<file path="config.mk">
export PLATFORM = sky130hd
export DESIGN_NAME = shift_xfer_ctrl
export DESIGN_NICKNAME = d
export VERILOG_FILES = /design/src/rtl/shift_xfer_ctrl.sv
export SDC_FILE = /design/constraint.sdc
export NUM_CORES = 1
export LEC_CHECK = 0
export CAP_MARGIN = 20
export CORE_MARGIN = 2
export CORE_UTILIZATION = 25
export CTS_BUF_LIST = sky130_fd_sc_hd__clkbuf_8 sky130_fd_sc_hd__clkbuf_16
export DETAILED_ROUTE_END_ITERATION = 7
export PLACE_DENSITY = 0.5
export REMOVE_ABC_BUFFERS = 1
export SKIP_LAST_GASP = 1
export SYNTH_ARGS = -nofsm -noshare
export SYNTH_HDL_FRONTEND = slang
export SYNTH_SLANG_ARGS = --single-unit
</file>
<file path="constraint.sdc">
create_clock -name clk -period 5 [get_ports clk]
set_input_delay 1 -clock clk [delete_from_list [all_inputs] [get_ports clk]]
set_output_delay 1 -clock clk [all_outputs]
set_load 0.01 [all_outputs]
</file>
<file path="src/rtl/shift_xfer_ctrl.sv">
// Sequencer for a WIDTH-bit bidirectional SIPO shift register: clear, shift WIDTH bits, capture.
// Optional build macro SHIFT_XFER_CHECK_EN adds chk_err (captured word vs. sent word compare).
module shift_xfer_ctrl #(
   parameter int WIDTH = 8
) (
   input  logic             clk,
   input  logic             res_n,
   input  logic [WIDTH-1:0] tx_data,
   input  logic             tx_dir,
   input  logic             tx_valid,
   output logic             tx_ready,
   input  logic             abort,
   input  logic [WIDTH-1:0] sr_par,
   output logic             sr_a,
   output logic             sr_dir,
   output logic             sr_en,
   output logic             sr_clr,
   output logic [WIDTH-1:0] rx_data,
   output logic             rx_valid,
`ifdef SHIFT_XFER_CHECK_EN
   output logic             chk_err,
`endif
   output logic             busy
);

   localparam int CW = $clog2(WIDTH);
   localparam logic [CW-1:0] LAST = CW'(WIDTH - 1);

   typedef enum logic [1:0] {IDLE, CLEAR, SHIFT, DONE} state_t;

   state_t           state;
   logic [CW-1:0]    cnt;
   logic [WIDTH-1:0] sh_p0;
   logic             dir_p0;
`ifdef SHIFT_XFER_CHECK_EN
   logic [WIDTH-1:0] dat_p0;
`endif

   // Right shift enters at bit0, so the MSB must go first; left shift the reverse.
   function automatic logic next_bit(input logic [WIDTH-1:0] v, input logic d);
      return d ? v[WIDTH-1] : v[0];
   endfunction

   function automatic logic [WIDTH-1:0] advance(input logic [WIDTH-1:0] v, input logic d);
      return d ? {v[WIDTH-2:0], 1'b0} : {1'b0, v[WIDTH-1:1]};
   endfunction

   always_ff @(posedge clk) begin
      if (!res_n) begin
         state    <= IDLE;
         cnt      <= '0;
         sr_a     <= 1'b0;
         sr_dir   <= 1'b0;
         sr_en    <= 1'b0;
         sr_clr   <= 1'b1;
         rx_data  <= '0;
         rx_valid <= 1'b0;
         busy     <= 1'b0;
         tx_ready <= 1'b0;
`ifdef SHIFT_XFER_CHECK_EN
         chk_err  <= 1'b0;
`endif
      end else begin
         rx_valid <= 1'b0;
         sr_clr   <= 1'b0;
`ifdef SHIFT_XFER_CHECK_EN
         chk_err  <= 1'b0;
`endif
         if (state == IDLE) begin
            tx_ready <= 1'b1;
            busy     <= 1'b0;
            sr_en    <= 1'b0;
            if (tx_valid && tx_ready) begin
               sh_p0    <= tx_data;
               dir_p0   <= tx_dir;
`ifdef SHIFT_XFER_CHECK_EN
               dat_p0   <= tx_data;
`endif
               state    <= CLEAR;
               tx_ready <= 1'b0;
               busy     <= 1'b1;
               sr_clr   <= 1'b1;
            end
         end else if (abort) begin
            // Leave the register cleared so a half-shifted word is never observed.
            state    <= IDLE;
            tx_ready <= 1'b1;
            busy     <= 1'b0;
            sr_en    <= 1'b0;
            sr_clr   <= 1'b1;
         end else begin
            case (state)
               CLEAR: begin
                  cnt    <= '0;
                  state  <= SHIFT;
                  sr_en  <= 1'b1;
                  sr_dir <= dir_p0;
                  sr_a   <= next_bit(sh_p0, dir_p0);
                  sh_p0  <= advance(sh_p0, dir_p0);
               end
               SHIFT: begin
                  if (cnt == LAST) begin
                     state <= DONE;
                     sr_en <= 1'b0;
                  end else begin
                     cnt   <= cnt + 1'b1;
                     sr_a  <= next_bit(sh_p0, dir_p0);
                     sh_p0 <= advance(sh_p0, dir_p0);
                  end
               end
               DONE: begin
                  rx_data  <= sr_par;
                  rx_valid <= 1'b1;
                  state    <= IDLE;
                  tx_ready <= 1'b1;
                  busy     <= 1'b0;
`ifdef SHIFT_XFER_CHECK_EN
                  chk_err  <= (sr_par != dat_p0);
`endif
               end
               default: state <= IDLE;
            endcase
         end
      end
   end

endmodule

</file>
==> impl_metrics.yaml, run 1 <==
status:
  outcome: "complete, no violations"
logic_synthesis:
  synthesis.area_per_instance_um2: 10.4
  syn-cell-area_um2: 1350
  yosys-top-cells-area: "dfxtp_1, edfxtp_1, mux2i_1"
  postSynthCellCount: 130
  synth_enable_flop_cells: 9
  postSynthRegisterBits: 29
  netlist.top_cell.by_area: "dfxtp_1"
  yosysWarningCount: 0
  yosys.cell_types.count: 31
  synth_largest_type_area_fraction_pct: 29.7
  synth.area.mux_share_pct: 14.9
  area_fraction_in_and_or_nand_and_nor_cells_after_synthesis_pct: 17.1
  synth_top_cells_by_count: "dfxtp_1, mux2i_1, nand2_1, nor2_1, edfxtp_1"
  largest_family_of_logic_cells_by_synthesized_area: "simple AND/OR/NAND/NOR gates"
  synth_xor_xnor_area_share_pct: 0
  synth_top_flop_cell: "dfxtp_1"
  synth_fa_ha_area_share_pct: 5.57
  ys_async_sr_fraction_pct: 0
  yosys.cell_count.top_type: "dfxtp_1"
  synth_seq_area_share_pct: 49.7
  synth-compound-area-share_pct: 8.44
die:
  die_extent_in_y_um: 77.5
  dieArea_um2: 6000
  floorplan.initialDensity_pct: 26.1
  io-pin-count: 36
  area_inside_the_core_boundary_um2: 5170
  chip_width_um: 77.5
  std_cell_rows: 26
worst_setup_path:
  critical_path_arrival_ns: 2.76
  critical_path.startpoint_type: "input port"
  slowest_stage: "clkdlybuf4s50_1"
  critical-path-top-delay-family: "buffers and inverters"
  critical-path-max-stage-delay_ns: 0.79
  cp.buffers_inverters: 3
  critical_path_data_required_time_ns: 4.97
  timing.critical_path.cells: "clkdlybuf4s50_1, inv_1, a211oi_1, buf_2"
  worstSetupStartpoint: "res_n"
  path_class: "in -> reg"
  worstPathMaxFanout: 15
  r2r_start: "state[0]$_SDFFE_PN0P_"
  crit_path_end_kind: "flop"
worst_hold_path:
  hp-class: "reg -> reg"
  worstHoldStart: "sr_a$_SDFFE_PN0P_"
clock_network:
  cts.reportedPaths.clkPinSlew_ns: 0.06
  clock_tree.htree_level_count: 2
  cts_inserted_buffers: 5
  cts_tree: "done"
  clockRootBuffer: "clkbuf_8"
  cts_resized: 0
  cts-hold-fix-buffers: 0
  cts_max_path_buffers: 2
  cts_setup_buffers: 0
  worstSkewPairLatency_ns: 0.27
  cts.sinks: 29
layout:
  ff_latch_area_um2: 671
  diodes: 0
  nets: 193
  fill_cells: 520
  layout-area-overhead-vs-synth_pct: 37.3
  layout-drive-gt1-share_pct: 7.78
  final_core_utilization_pct: 35.8
  multi_input_area_um2: 621
  layout.cells.non_filler: 237
detailed_routing:
  vias_per_cell: 4.42
  drcViolationCount: 0
  post_drt_wl_per_cell_um: 12.2
  drt-pass1-iter-count: 4
  number_of_violations_reported_at_the_end_of_detailed_routing_iteration_0: 27
  dr_vias: 1048
  drt.antenna.violating_nets: 0
  totalWireLength_um: 2900
timing:
  setup-tns-final_ns: 0
  timing.final.crit_share_pct: 55.7
  worst-slew-pin-transition_ns: 0.895
  fmax_mhz: 359
  worst_slew_margin_rel_pct: 40.3
  setup_viol_count_final: 0
  slew_violations: 0
  timing.clock.skew_ns: 0.00628
  finalCriticalPeriod_ns: 2.79
  final-hold-violation-count: 0
  grt_setup_unrepaired: "no"
grt:
  track_usage_pct: 10.4
  maximum_number_of_pins_on_one_net_before_global_route_repair: 28
  grt_remaining_overflow: 0
  first_global_vias: 1082
  grt_antenna_before_repair: 0
  grt_first_pass_wirelength_um: 4990
power:
  power_density_nw_per_um2: 310
  power.static_leakage_nw: 0.680
  power_uw: 574
  vdd.ir_drop.worst_mv: 0.138
placement:
  detailedPlacementHpwl_um: 2200
  numPortBuffers: 35
  place_congestion: 0.796
  placed_cells_incl_taps: 228
job:
  max-cap-violations: 0
[worst paths after layout]
path | endpoint | cells after the start | slack, ns
max | sh_p0[1]$_DFFE_PP_ | 4 | 2.21
min | sr_a$_SDFFE_PN0P_ | 2 | 0.47
max reg2reg | sh_p0[1]$_DFFE_PP_ | 5 | 2.50
min reg2reg | sr_a$_SDFFE_PN0P_ | 2 | 0.47
[cell type report]
| cell class | count | area share [%] |
|---|---|---|
| clock inverter | 3 | 2.03 |
| multi-input combinational | 91 | 33.5 |
| inverter | 3 | 0.608 |
| sequential | 29 | 36.2 |
| tap | 70 | 4.73 |
| clock buffer | 5 | 3.72 |
| timing repair buffer | 36 | 19.2 |
[stage by stage]
step           area, µm²  hold slack (ns)  setup slack, ns
2_1_floorplan       1300            0.438             2.61
3_3_place_gp        1740            0.448             1.63
3_5_place_dp        1740            0.460             1.54
4_1_cts             1850            0.468             1.82
5_1_grt             1850            0.490             2.05
6_report            1850            0.465             2.21
[worst min-delay path, stage by stage, from the launching register on]
cell and delay [ns]:
dfxtp_1 0.31, nand2_1 0.05, mux2i_1 0.05
[layer usage]
layer	share of wire [%]	track usage, %	vias to the layer above	wire, µm
met1	44	12.6	478	1270
met4	1.9	3.21	0	54
li1	-	-	526	-
met3	8.0	3.84	7	232
met2	46	17.1	37	1340
met5	0	0	-	0
[flip-flops by register name, summed over array words and instances (netlist names)]
register	count
busy	1
cnt	3
dir_p0	1
rx_data	8
rx_valid	1
sh_p0	8
sr_a	1
sr_clr	1
sr_dir	1
sr_en	1
state	2
tx_ready	1
[power breakdown]
part | switching (mW) | internal, mW | total, mW
Clock | 0.0796 | 0.145 | 0.224
Sequential | 0.00765 | 0.257 | 0.265
Combinational | 0.0432 | 0.0418 | 0.0850
[cell families (layout without fill, tap and decap cells)]
family	count (synthesis)	count (layout)
AO/OA/AOI/OAI	17	17
buffers and inverters	10	47
adder cells (fa/ha/maj)	6	6
flip-flops	29	29
AND/OR/NAND/NOR	48	48
multiplexers	20	20
[placed cells by master (no fill, tap or decap), types with 5 or more instances in the layout]
cell             netlist  layout
dfxtp_1               20      20
nand3_1                5       5
mux2i_1               19      19
clkbuf_8               0       5
edfxtp_1               9       9
ha_1                   6       6
o21ai_0                7       7
clkdlybuf4s50_1        0      35
nor2_1                13      13
nand2_1               19      19
Power figures use the tool's default switching activity.
==> inputs of run 2 (changes only) <==
--- a/config.mk
+++ b/config.mk
@@ -10,7 +10,7 @@
 export CORE_UTILIZATION = 25
 export CTS_BUF_LIST = sky130_fd_sc_hd__clkbuf_8 sky130_fd_sc_hd__clkbuf_16
 export DETAILED_ROUTE_END_ITERATION = 7
-export PLACE_DENSITY = 0.5
+export PLACE_DENSITY = 0.51
 export REMOVE_ABC_BUFFERS = 1
 export SKIP_LAST_GASP = 1
 export SYNTH_ARGS = -nofsm -noshare
==> constraint.sdc (replaced) <==
create_clock -name clk -period 2.5 [get_ports clk]
set_input_delay 0.5 -clock clk [delete_from_list [all_inputs] [get_ports clk]]
set_output_delay 0.5 -clock clk [all_outputs]
set_load 0.01 [all_outputs]
==> impl_metrics.yaml, run 2 (synthesis gave the netlist of run 1 again) <==
die:
  chip_width_um: 77.5
  io-pin-count: 36
  dieArea_um2: 6000
  area_inside_the_core_boundary_um2: 5170
  std_cell_rows: 26
  die_extent_in_y_um: 77.5
  floorplan.initialDensity_pct: 26.1
power:
  power_mw: 1.08
  combinationalPowerShare_pct: 16.7
  vdd.ir_drop.worst_mv: 0.162
  p_clk_share_pct: 34.3
  sw_frac_of_total_pct: 24.3
  power.static_leakage_nw: 0.701
  power_density_nw_per_um2: 578
  power.share.sequential_pct: 49.0
  cell_internal_pwr_uw: 821
  net-switching-power_uw: 263
timing:
  slew_violations: 0
  worst-slew-pin-transition_ns: 0.447
  timing.final.crit_share_pct: 75.8
  final-hold-violation-count: 0
  worst_slew_margin_rel_pct: 70.2
  setup_viol_count_final: 0
  grt_setup_unrepaired: "no"
  finalCriticalPeriod_ns: 1.89
  setup-tns-final_ns: 0
  fmax_mhz: 528
  timing.clock.skew_ns: 0.00713
worst_setup_path:
  crit_path_end_kind: "flop"
  worstPathMaxFanout: 10
  critical_path_data_required_time_ns: 2.48
  critical_path_arrival_ns: 1.87
  path_class: "reg -> reg"
  critical_path.startpoint_type: "flop"
clock_network:
  worstSkewPairLatency_ns: 0.27
  clock_tree.htree_level_count: 2
  clockRootBuffer: "clkbuf_8"
  cts_inserted_buffers: 5
  cts_tree: "done"
  cts_max_path_buffers: 2
  cts-hold-fix-buffers: 0
  cts_resized: 0
  cts_setup_buffers: 0
  cts.reportedPaths.clkPinSlew_ns: 0.06
  cts.sinks: 29
detailed_routing:
  drt-pass1-iter-count: 4
  drt.antenna.violating_nets: 0
  number_of_violations_reported_at_the_end_of_detailed_routing_iteration_0: 50
  post_drt_wl_per_cell_um: 12.3
  drcViolationCount: 0
  totalWireLength_um: 2980
  vias_per_cell: 4.36
  dr_vias: 1056
placement:
  placed_cells_incl_taps: 234
  place_congestion: 0.793
  detailedPlacementHpwl_um: 2260
  numPortBuffers: 35
  placed_area_um2: 1790
grt:
  grt_remaining_overflow: 0
  grt_first_pass_wirelength_um: 5140
  maximum_number_of_pins_on_one_net_before_global_route_repair: 19
  first_global_vias: 1092
  grt_antenna_before_repair: 0
  track_usage_pct: 11.1
worst_hold_path:
  hp-class: "reg -> reg"
layout:
  layout.cells.non_filler: 242
  layout-drive-gt1-share_pct: 10.5
  stdcell_area_um2: 1880
  final_core_utilization_pct: 36.3
  diodes: 0
  layout_common_cells: "clkdlybuf4s50_1, dfxtp_1, mux2i_1, nand2_1, nor2_1"
  reg_top3: "rx_data x8, sh_p0 x8, cnt x3"
  nets: 198
  final_common_cell: "clkdlybuf4s50_1"
  layout-area-overhead-vs-synth_pct: 39.1
job:
  max-cap-violations: 0
status:
  outcome: "complete, no violations"
## run 2: power groups by stage
stage	Clock (mW)	Sequential [mW]	Combinational, mW
floorplan	0	0.539	0.0933
global placement	0	0.540	0.179
detailed placement	0	0.541	0.182
CTS	0.390	0.531	0.183
global route	0.414	0.533	0.200
finish	0.372	0.531	0.181
## run 2: worst paths after layout
check	slack [ns]	cells past startpoint	to	startpoint
worst max-delay path	0.61	5	sh_p0[6]$_DFFE_PP_	state[1]$_SDFFE_PN0P_
worst max register to register	0.61	5	sh_p0[6]$_DFFE_PP_	state[1]$_SDFFE_PN0P_
worst min register to register	0.46	2	sr_a$_SDFFE_PN0P_	sr_a$_SDFFE_PN0P_
worst min-delay path	0.46	2	sr_a$_SDFFE_PN0P_	sr_a$_SDFFE_PN0P_
## run 2: metal layers
| metal | share of wire, % | wire length, µm | up-vias | GRT usage [%] |
|---|---|---|---|---|
| li1 | - | - | 540 | - |
| met1 | 48 | 1420 | 483 | 13.3 |
| met2 | 46 | 1360 | 29 | 17.6 |
| met3 | 4.6 | 137 | 4 | 3.49 |
| met4 | 2.1 | 63 | 0 | 6.25 |
| met5 | 0 | 0 | - | 0 |
## run 2: critical path, cell delays in order (launching register included)
cell and delay (ns):
dfxtp_1 0.35, inv_1 0.10, ha_1 0.42, nand3_1 0.27
a211oi_1 0.26, buf_4 0.20
## run 2: metrics by stage
step           hold WS [ns]  setup slack, ns
6_report              0.459            0.606
2_1_floorplan         0.438            0.107
4_1_cts               0.465            0.606
3_5_place_dp          0.457            0.571
3_3_place_gp          0.442            0.571
5_1_grt               0.477            0.474
## run 2: final cells by class
type,instances,area [µm²]
Clock buffer,6,82.6
Clock inverter,2,7.51
Fill cell,499,3300
Inverter,3,11.3
Multi-Input combinational cell,91,621
Sequential cell,29,671
Tap cell,70,87.6
Timing Repair Buffer,41,395
